File: src/rtl/cpu7_pkg.sv
// rtl/cpu7_pkg.sv - loader state encoding and error codes shared by the cpu7 program loader.
// S_CSUM exists only when PROG_LOADER_CHECKSUM_EN is defined.
package cpu7_pkg;

`ifdef PROG_LOADER_CHECKSUM_EN
   typedef enum logic [2:0] {
      S_IDLE    = 3'd0,
      S_LEN_LO  = 3'd1,
      S_LEN_HI  = 3'd2,
      S_DATA_LO = 3'd3,
      S_DATA_HI = 3'd4,
      S_CSUM    = 3'd5,
      S_DONE    = 3'd6,
      S_ERR     = 3'd7
   } loader_state_t;
`else
   typedef enum logic [2:0] {
      S_IDLE    = 3'd0,
      S_LEN_LO  = 3'd1,
      S_LEN_HI  = 3'd2,
      S_DATA_LO = 3'd3,
      S_DATA_HI = 3'd4,
      S_DONE    = 3'd6,
      S_ERR     = 3'd7
   } loader_state_t;
`endif

   localparam logic [2:0] ERR_NONE     = 3'd0;
   localparam logic [2:0] ERR_LEN_ZERO = 3'd1;
   localparam logic [2:0] ERR_LEN_OVF  = 3'd2;
   localparam logic [2:0] ERR_CSUM     = 3'd3;
   localparam logic [2:0] ERR_TIMEOUT  = 3'd4;

   // Everything other than the three resting states is part of an active load.
   function automatic logic is_loading(input loader_state_t s);
      return !(s == S_IDLE || s == S_DONE || s == S_ERR);
   endfunction

endpackage

File: src/rtl/prog_loader.sv
// rtl/prog_loader.sv - UART byte-stream program loader writing 16-bit words into cpu7 program BRAM.
// Optional trailing XOR checksum byte enabled by defining PROG_LOADER_CHECKSUM_EN.
module prog_loader
   import cpu7_pkg::*;
#(
   parameter int          PROGRAM_SIZE   = 1024,
   parameter logic [7:0]  MAGIC          = 8'hA5,
   parameter int          TIMEOUT_CYCLES = 1000000
) (
   input  logic                            clk,
   input  logic                            rst_n,
   input  logic [7:0]                      rx_data,
   input  logic                            rx_valid,
   output logic                            rx_ready,
   output logic                            mem_we,
   output logic [$clog2(PROGRAM_SIZE)-1:0] mem_addr,
   output logic [15:0]                     mem_wdata,
   output logic                            cpu_rst_n,
   output logic                            busy,
   output logic                            done,
   output logic [2:0]                      err
);

   localparam int              AW        = $clog2(PROGRAM_SIZE);
   localparam int              CW        = $clog2(TIMEOUT_CYCLES + 1);
   localparam logic [16:0]     MAX_WORDS = 17'(PROGRAM_SIZE);
   localparam logic [CW-1:0]   CNT_LAST  = CW'(TIMEOUT_CYCLES - 1);

   loader_state_t state, state_next;
   logic [AW-1:0] idx, idx_next;
   logic [15:0]   left, left_next;
   logic [7:0]    len_lo, len_lo_next;
   logic [7:0]    word_lo, word_lo_next;
   logic [CW-1:0] cnt, cnt_next;
   logic [2:0]    err_next;
   logic          we_next;
   logic [AW-1:0] addr_next;
   logic [15:0]   wdata_next;
   logic [15:0]   len_word;
   logic          accept;
`ifdef PROG_LOADER_CHECKSUM_EN
   logic [7:0]    csum, csum_next;
`endif

   assign rx_ready = 1'b1;
   assign accept   = rx_valid;
   assign len_word = {rx_data, len_lo};

   always_comb begin
      state_next   = state;
      idx_next     = idx;
      left_next    = left;
      len_lo_next  = len_lo;
      word_lo_next = word_lo;
      cnt_next     = busy ? cnt + CW'(1) : cnt;
      err_next     = err;
      we_next      = 1'b0;
      addr_next    = mem_addr;
      wdata_next   = mem_wdata;
`ifdef PROG_LOADER_CHECKSUM_EN
      csum_next    = csum;
`endif
      if (accept) begin
         cnt_next = '0;
         case (state)
            S_IDLE, S_DONE, S_ERR: begin
               if (rx_data == MAGIC) begin
                  state_next = S_LEN_LO;
                  err_next   = ERR_NONE;
                  idx_next   = '0;
`ifdef PROG_LOADER_CHECKSUM_EN
                  csum_next  = '0;
`endif
               end
            end
            S_LEN_LO: begin
               len_lo_next = rx_data;
               state_next  = S_LEN_HI;
`ifdef PROG_LOADER_CHECKSUM_EN
               csum_next   = csum ^ rx_data;
`endif
            end
            S_LEN_HI: begin
`ifdef PROG_LOADER_CHECKSUM_EN
               csum_next = csum ^ rx_data;
`endif
               if (len_word == 16'd0) begin
                  state_next = S_ERR;
                  err_next   = ERR_LEN_ZERO;
               end else if ({1'b0, len_word} > MAX_WORDS) begin
                  state_next = S_ERR;
                  err_next   = ERR_LEN_OVF;
               end else begin
                  left_next  = len_word;
                  state_next = S_DATA_LO;
               end
            end
            S_DATA_LO: begin
               word_lo_next = rx_data;
               state_next   = S_DATA_HI;
`ifdef PROG_LOADER_CHECKSUM_EN
               csum_next    = csum ^ rx_data;
`endif
            end
            S_DATA_HI: begin
`ifdef PROG_LOADER_CHECKSUM_EN
               csum_next  = csum ^ rx_data;
`endif
               we_next    = 1'b1;
               addr_next  = idx;
               wdata_next = {rx_data, word_lo};
               idx_next   = idx + AW'(1);
               left_next  = left - 16'd1;
               if (left == 16'd1) begin
`ifdef PROG_LOADER_CHECKSUM_EN
                  state_next = S_CSUM;
`else
                  state_next = S_DONE;
`endif
               end else begin
                  state_next = S_DATA_LO;
               end
            end
`ifdef PROG_LOADER_CHECKSUM_EN
            S_CSUM: begin
               if (rx_data == csum) begin
                  state_next = S_DONE;
               end else begin
                  state_next = S_ERR;
                  err_next   = ERR_CSUM;
               end
            end
`endif
            default: state_next = S_IDLE;
         endcase
      end else if (busy && cnt == CNT_LAST) begin
         // An accepted byte on this same edge takes the branch above instead.
         state_next = S_ERR;
         err_next   = ERR_TIMEOUT;
      end
   end

   always_ff @(posedge clk) begin
      if (!rst_n) begin
         state     <= S_IDLE;
         idx       <= '0;
         left      <= '0;
         len_lo    <= '0;
         word_lo   <= '0;
         cnt       <= '0;
         err       <= ERR_NONE;
         mem_we    <= 1'b0;
         mem_addr  <= '0;
         mem_wdata <= '0;
         busy      <= 1'b0;
         done      <= 1'b0;
         cpu_rst_n <= 1'b0;
`ifdef PROG_LOADER_CHECKSUM_EN
         csum      <= '0;
`endif
      end else begin
         state     <= state_next;
         idx       <= idx_next;
         left      <= left_next;
         len_lo    <= len_lo_next;
         word_lo   <= word_lo_next;
         cnt       <= cnt_next;
         err       <= err_next;
         mem_we    <= we_next;
         mem_addr  <= addr_next;
         mem_wdata <= wdata_next;
         busy      <= is_loading(state_next);
         done      <= (state_next == S_DONE);
         // The cpu leaves reset only once a complete image has been accepted.
         cpu_rst_n <= (state_next == S_DONE);
`ifdef PROG_LOADER_CHECKSUM_EN
         csum      <= csum_next;
`endif
      end
   end

endmodule

File: config.mk
export PLATFORM = sky130hd
export DESIGN_NAME = prog_loader
export DESIGN_NICKNAME = d
export VERILOG_FILES = /design/src/rtl/cpu7_pkg.sv /design/src/rtl/prog_loader.sv
export SDC_FILE = /design/constraint.sdc
export NUM_CORES = 1
export LEC_CHECK = 0
export BUFFER_PORTS_ARGS = -buffer_cell sky130_fd_sc_hd__buf_4
export CAP_MARGIN = 20
export CELL_PAD_IN_SITES_DETAIL_PLACEMENT = 1
export CELL_PAD_IN_SITES_GLOBAL_PLACEMENT = 2
export CORE_MARGIN = 2
export CORE_UTILIZATION = 37
export CTS_CLUSTER_SIZE = 30
export DETAILED_ROUTE_END_ITERATION = 10
export PLACE_DENSITY = 0.86
export SLEW_MARGIN = 20
export SYNTH_ARGS = -nofsm -noshare
export SYNTH_HDL_FRONTEND = slang
export SYNTH_SLANG_ARGS = --single-unit
File: constraint.sdc
create_clock -name clk -period 5.9 [get_ports clk]
set_clock_uncertainty 0.2 [all_clocks]
set_input_delay 0.295 -clock clk [delete_from_list [all_inputs] [get_ports clk]]
set_output_delay 0.295 -clock clk [all_outputs]
set_load 0.02 [all_outputs]
=== After elaboration in Yosys (flattened, before gate mapping) ===
Index checks and enable logic that the tools add are counted.
Widths: inputs -> output; s select.

* Add/subtract/negate cells: 3
* Magnitude comparators: 1
* Eq/ne operators: 17
* Muxes and demuxes: 19
* Bitwise operators: 1
* Reduce and logical (&&, ||, !) cells: 19

{| class="wikitable"
|+ Operator list
! kind !! count
|-
| $mux 3 || 11
|-
| $mux 16 || 2
|-
| $pmux 16 s2 || 1
|-
| $add 20x1->20 const B || 1
|-
| $eq 20x20->1 const B || 1
|-
| $pmux 10 s2 || 1
|-
| $eq 16x1->1 const B || 1
|-
| $gt 16x11->1 const B || 1
|-
| $logic_not 16->1 || 1
|-
| $sub 16x1->16 const B || 1
|-
| $eq 3x3->1 const B || 5
|-
| $pmux 3 s5 || 1
|-
| $add 10x1->10 const B || 1
|-
| $mux 10 || 1
|-
| $eq 8x8->1 const B || 1
|-
| $reduce_and 2->1 || 4
|-
| $reduce_and 4->1 || 2
|-
| $eq 3x2->1 const B || 2
|-
| $logic_not 3->1 || 2
|-
| $ne 2x2->1 const B || 3
|-
| $pmux 3 s2 || 1
|-
| $reduce_bool 2->1 || 3
|-
| $ne 4x4->1 const B || 1
|-
| $eq 3x1->1 const B || 1
|-
| 10 further kinds || 11
|}

* Register bits: 97
* Input bits: 11
* Output and inout port bits: 34
* Word-level logic and storage cells: 72

=== Depth between registers and ports, before layout ===
* Word-level depth: 9
* Mapped depth: 9
* Depth with buffers taken out: 8

=== Least setup slack after synthesis ===
Ideal clock, no wire load.

* Kind: flip-flop to flip-flop
* Start point: register state[0]
* End point: register left[0]
* Setup time: 0.128 ns
* Arrival: 1.974 ns
* Data required time: 5.572 ns
* Slack: 3.598 ns
* Cell stages (with the launch flop): 9
* Cell sequence: dfxtp_1 -> buf_2 -> or3b_4 -> nor4_4 -> a21oi_1 -> a211o_1 -> buf_6 -> a221oi_2 -> nor2_1

* Word-level cells in the longest chain between the ends: 3

{| class="wikitable"
|+ Ends and longest elaborated chain
! what !! RTL line !! text
|-
| start: declaration || prog_loader.sv:29 || <nowiki>loader_state_t state, state_next;</nowiki>
|-
| start signal: assignment || prog_loader.sv:162 || <nowiki>state <= state_next;</nowiki>
|-
| $eq 3x2->1 / $eq 3x3->1 (equally long branches) || prog_loader.sv:65 || <nowiki>case (state)</nowiki>
|-
| $ne 2x2->1 (no line) / $reduce_bool 2->1 (equally long branches) || - ||
|-
| $reduce_and 4->1 (no line) || - ||
|-
| end signal: assignment || prog_loader.sv:164 || <nowiki>left <= left_next;</nowiki>
|-
| end: declaration || prog_loader.sv:31 || <nowiki>logic [15:0] left, left_next;</nowiki>
|}

Several ways; a longest one is shown, not always the timed one.
A chain may end at the register's enable or synchronous reset.

=== Final worst setup path ===
* Start point: register state[1]
* End point: register left[1]

Same word-level chain as after synthesis.

==> qor.txt <==
STATUS
--------------------------------------------------------------------------------------------------------
Result of the run                                                                           complete, no violations

LAYOUT
--------------------------------------------------------------------------------------------------------
# fillers                                                                                           1461
Flip-flop and latch area                                                                        1942 µm²
Proportion of layout cells with a drive suffix above 1                                            13.22%
Multi-input logic area                                                                          2404 µm²
Final antenna diode count                                                                              0
Summed area of non-filler cells in the final layout                                             5243 µm²
Non-Filler Instances                                                                                 752
Count of nets after finishing                                                                        615
Final core utilization                                                                            43.83%
Area added between synthesis and finish                                                           15.71%

DETAILED ROUTING
--------------------------------------------------------------------------------------------------------
Post-DR vias/cell                                                                                  5.445
Drt initial violations                                                                               272
Count of vias placed by the detailed router                                                         4095
Number of remaining DRC errors                                                                         0
Pre-Repair DR Iteration Count                                                                          4
Number of routed nets with antenna violations                                                          0
Routed Wire Length                                                                              12530 µm
Average wire per standard cell                                                                  16.66 µm

FLOORPLAN
--------------------------------------------------------------------------------------------------------
DIE AREA                                                                                       13150 µm²
Row count                                                                                             40
X dimension of the die                                                                          114.7 µm
Area of the core                                                                               11960 µm²
Initial Util                                                                                      37.88%
Die H                                                                                           114.7 µm
Boundary pin count                                                                                    45

SETUP PATH
--------------------------------------------------------------------------------------------------------
Path depth of the worst reg2reg path                                                                   6
Longest individual stage delay on the worst path                                                  650 ps
Register-to-register path setup slack                                                            2970 ps
Type of destination of the critical path                                                       flip-flop
Critical path start-end classification                                                      flip-flop to flip-flop
Endpoint required time on the critical path                                                      5980 ps
Max stage delay cell, worst path                                                            sky130_fd_sc_hd__a211o_1
Category of the worst setup path launch point                                                  flip-flop
Worst flop-to-flop path startpoint                                                          state[1]$_SDFF_PN0_
R2R Path End                                                                                left[1]$_SDFFE_PN0P_
Worst-path cell chain                                                                       or3b_4 > nor4_4 > a21oi_1 > a211o_1 > a211o_1 > a21oi_1
Critical path arrival                                                                            3010 ps
Highest fanout seen on the critical path                                                              31

YOSYS
--------------------------------------------------------------------------------------------------------
Avg Cell Area, Syn                                                                             7.852 µm²
Area of the mapped netlist                                                                      4531 µm²
Synthesized netlist cell count                                                                       577
Mux share of post-synthesis cell area                                                            0.6904%
Main combinational cell family by area after synthesis                                      simple AND/OR/NAND/NOR gates
Top cells by area, synth                                                                    sky130_fd_sc_hd__dfxtp_1 43%, sky130_fd_sc_hd__nand2_1 10%, sky130_fd_sc_hd__a21oi_1 7.7%
Post-synthesis share of cell area spent on full adders, half adders and majority gates            1.326%
Proportion of netlist area held by the largest area contributor                                   42.86%
Post-synthesis compound-gate area fraction                                                        18.97%
Simple-gate share of the synthesized area                                                         28.50%
Net Count, Synth                                                                                     592
Post-synth ARST share                                                                                 0%
Area leader, netlist                                                                        sky130_fd_sc_hd__dfxtp_1
Top FF cell, synth                                                                          sky130_fd_sc_hd__dfxtp_1
EDFF count, synth                                                                                      0
Number of library cell types mapped by synthesis                                                      65
Synthesized-area fraction occupied by xor and xnor cells                                          3.480%
Part of the Yosys area used for sequential elements                                               42.86%
Seq cells post-synth                                                                                  97
Synth warnings                                                                                         0

POWER AND IR DROP
--------------------------------------------------------------------------------------------------------
Leakage power                                                                                   1.865 nW
Power density normalized to cell area                                                       280.4 nW/µm²
Peak supply drop                                                                               0.1363 mV

WORST HOLD PATH
--------------------------------------------------------------------------------------------------------
Startpoint of the tightest hold check path                                                    rx_data[0]
Tightest Hold Check Type                                                                    input port to flip-flop
Number of instances on the worst hold path                                                             3
WHS Endpoint                                                                                len_lo[0]$_SDFFE_PN0P_

TIMING
--------------------------------------------------------------------------------------------------------
Shortest period the worst path allows                                                            2934 ps
Remaining max-slew budget at the tightest pin                                                     30.75%
Slew at the pin with the worst max-slew slack                                                    1039 ps
Period utilization                                                                                49.73%
Max Slew Vio Count                                                                                     0
Post-layout worst setup margin                                                                   2966 ps
Max Clock Freq                                                                                 340.8 MHz
Fin Setup TNS                                                                                       0 ps
Number of setup violations in the final report                                                         0
Hold Vio Cnt, Final                                                                                    0
RSZ-0062 raised after global routing                                                                  no

CLOCKING
--------------------------------------------------------------------------------------------------------
Setup fix buffers added after clock tree synthesis                                                     0
Quantity of hold-fixing buffers added after cts                                                        0
Deepest level of the CTS H-tree                                                                        3
Post-CTS clock slew at the launch and capture registers of the worst setup and hold paths          70 ps
TritonCTS clock tree                                                                               built
Worst-skew pair later-pin latency                                                                 350 ps
Number of buffers created by CTS                                                                       9
Bufs on Longest Clock Path                                                                             2
Clock net sink count                                                                                  97
Master cell of the clock root buffer                                                        sky130_fd_sc_hd__clkbuf_16
Gates resized, CTS repair                                                                              0

FLOW RUN
--------------------------------------------------------------------------------------------------------
Maximum capacitance violations                                                                         0

GRT
--------------------------------------------------------------------------------------------------------
Maximum number of pins on one net before global-route repair                                          65
Congestion Overflow GR                                                                                 0
Wire length of the first global-routing pass                                                    21110 µm
Number of antenna violations at the first check in global routing                                      0
Vias in the first global route                                                                      4124
Global router's overall resource usage                                                            20.12%

PLACED DESIGN
--------------------------------------------------------------------------------------------------------
Final HPWL DP                                                                                    8507 µm
Setup slack after placement                                                                      2889 ps
Placement Cell Area                                                                             4908 µm²
DP Cell Count                                                                                        735
PortBufs                                                                                              43
GP Congestion                                                                                     0.7892

-- synth_stat cells (all sizes together) (2+ instances only) --
cell and number:
a211o 2, a21boi 4, a21oi 70, a31oi 4, and2 6, and3 7, and4 2, buf 10
clkbuf 26, dfxtp 97, ha 4, inv 7, mux2i 2, nand2 125, nand2b 2, nand3 18
nand3b 2, nand4 12, nor2 50, nor3 15, nor4 5, nor4b 3, o211ai 12, o21a 5
o21ai 16, o22ai 2, o2bb2ai 2, o31ai 9, or2 5, or3 8, or4 4, xnor2 5
xor2 13
-- power by group --
| part | leakage, nW | switching (mW) | internal (mW) |
|---|---|---|---|
| sequential | 0.784 | 0.0151 | 0.666 |
| clock | 0.164 | 0.266 | 0.385 |
| combinational | 0.917 | 0.0915 | 0.0465 |
-- placed cells by master, fill, tap and decap left out, drive strengths merged, types with 3 or more instances in the layout --
master,synthesis,layout
a21oi,70,70
or2,5,5
inv,7,8
or4,4,4
or3,8,8
clkinv,0,3
buf,10,47
nand3,18,18
o31ai,9,9
o211ai,12,12
dfxtp,97,97
xnor2,5,5
and2,6,6
o21a,5,5
and3,7,7
nand2,125,125
ha,4,4
o21ai,16,16
nor4b,3,3
clkbuf,26,11
nor2,50,50
xor2,13,13
nor3,15,15
a21boi,4,4
nand4,12,12
a31oi,4,4
nor4,5,5
-- flip-flops by register name, indices dropped and copies added (netlist names), 3 cells and up --
register / flops
idx: 10
len_lo: 8
cnt: 20
state: 3
err: 3
mem_addr: 10
mem_wdata: 16
word_lo: 8
left: 16
-- worst max-delay path, delay by kind of cell (launching register included) --
| kind | cells | cell delay, ps |
|---|---|---|
| DFF | 1 | 550 |
| AOI/OAI and AO/OA | 4 | 1330 |
| and+or+nand+nor | 2 | 770 |
-- worst max-delay path by stage --
| stage | from | end | slack, ps | depth (start not counted) |
|---|---|---|---|---|
| after CTS | state[1]$_SDFF_PN0_ | left[1]$_SDFFE_PN0P_ | 2950 | 6 |
| after global placement | rx_data[0] | left[15]$_SDFFE_PN0P_ | 2970 | 7 |
| final | state[1]$_SDFF_PN0_ | left[1]$_SDFFE_PN0P_ | 2970 | 6 |
| after detailed placement | rx_data[0] | left[15]$_SDFFE_PN0P_ | 2890 | 7 |
| after floorplan | state[0]$_SDFF_PN0_ | left[0]$_SDFFE_PN0P_ | 3600 | 8 |
| after global routing | state[1]$_SDFF_PN0_ | left[2]$_SDFFE_PN0P_ | 2720 | 6 |
-- metrics by stage --
stage	power [mW]	hold slack (ps)
global route	1.532	42.04
floorplan	0.7893	231.0
finish	1.470	40.78
CTS	1.486	29.38
global placement	0.8296	242.8
detailed placement	0.8337	250.2
-- cells by family after synthesis --
family,count (synthesis)
fa+ha+maj,5
buf+inv,43
mux,3
compound gates,139
other cells,1
flops,97
xor+xnor,18
simple gates,271
-- per-layer routing --
metal | GRT usage (%) | vias to the layer above | wire length [µm]
met3 | 3.017 | 13 | 332
li1 | - | 2063 | -
met2 | 31.16 | 44 | 5839
met1 | 28.38 | 1975 | 6154
met4 | 7.317 | 0 | 205
met5 | 0 | - | 0
-- area by class of cell --
class | instances | share of cell area (%)
multi-input combinational | 437 | 45.85
sequential | 97 | 37.04
timing repair buffer | 48 | 6.826
clock buffer | 10 | 4.558
tap | 147 | 3.508
clock inverter | 6 | 1.718
inverter | 7 | 0.5012
No activity file was read; power rests on OpenSTA's default activity.
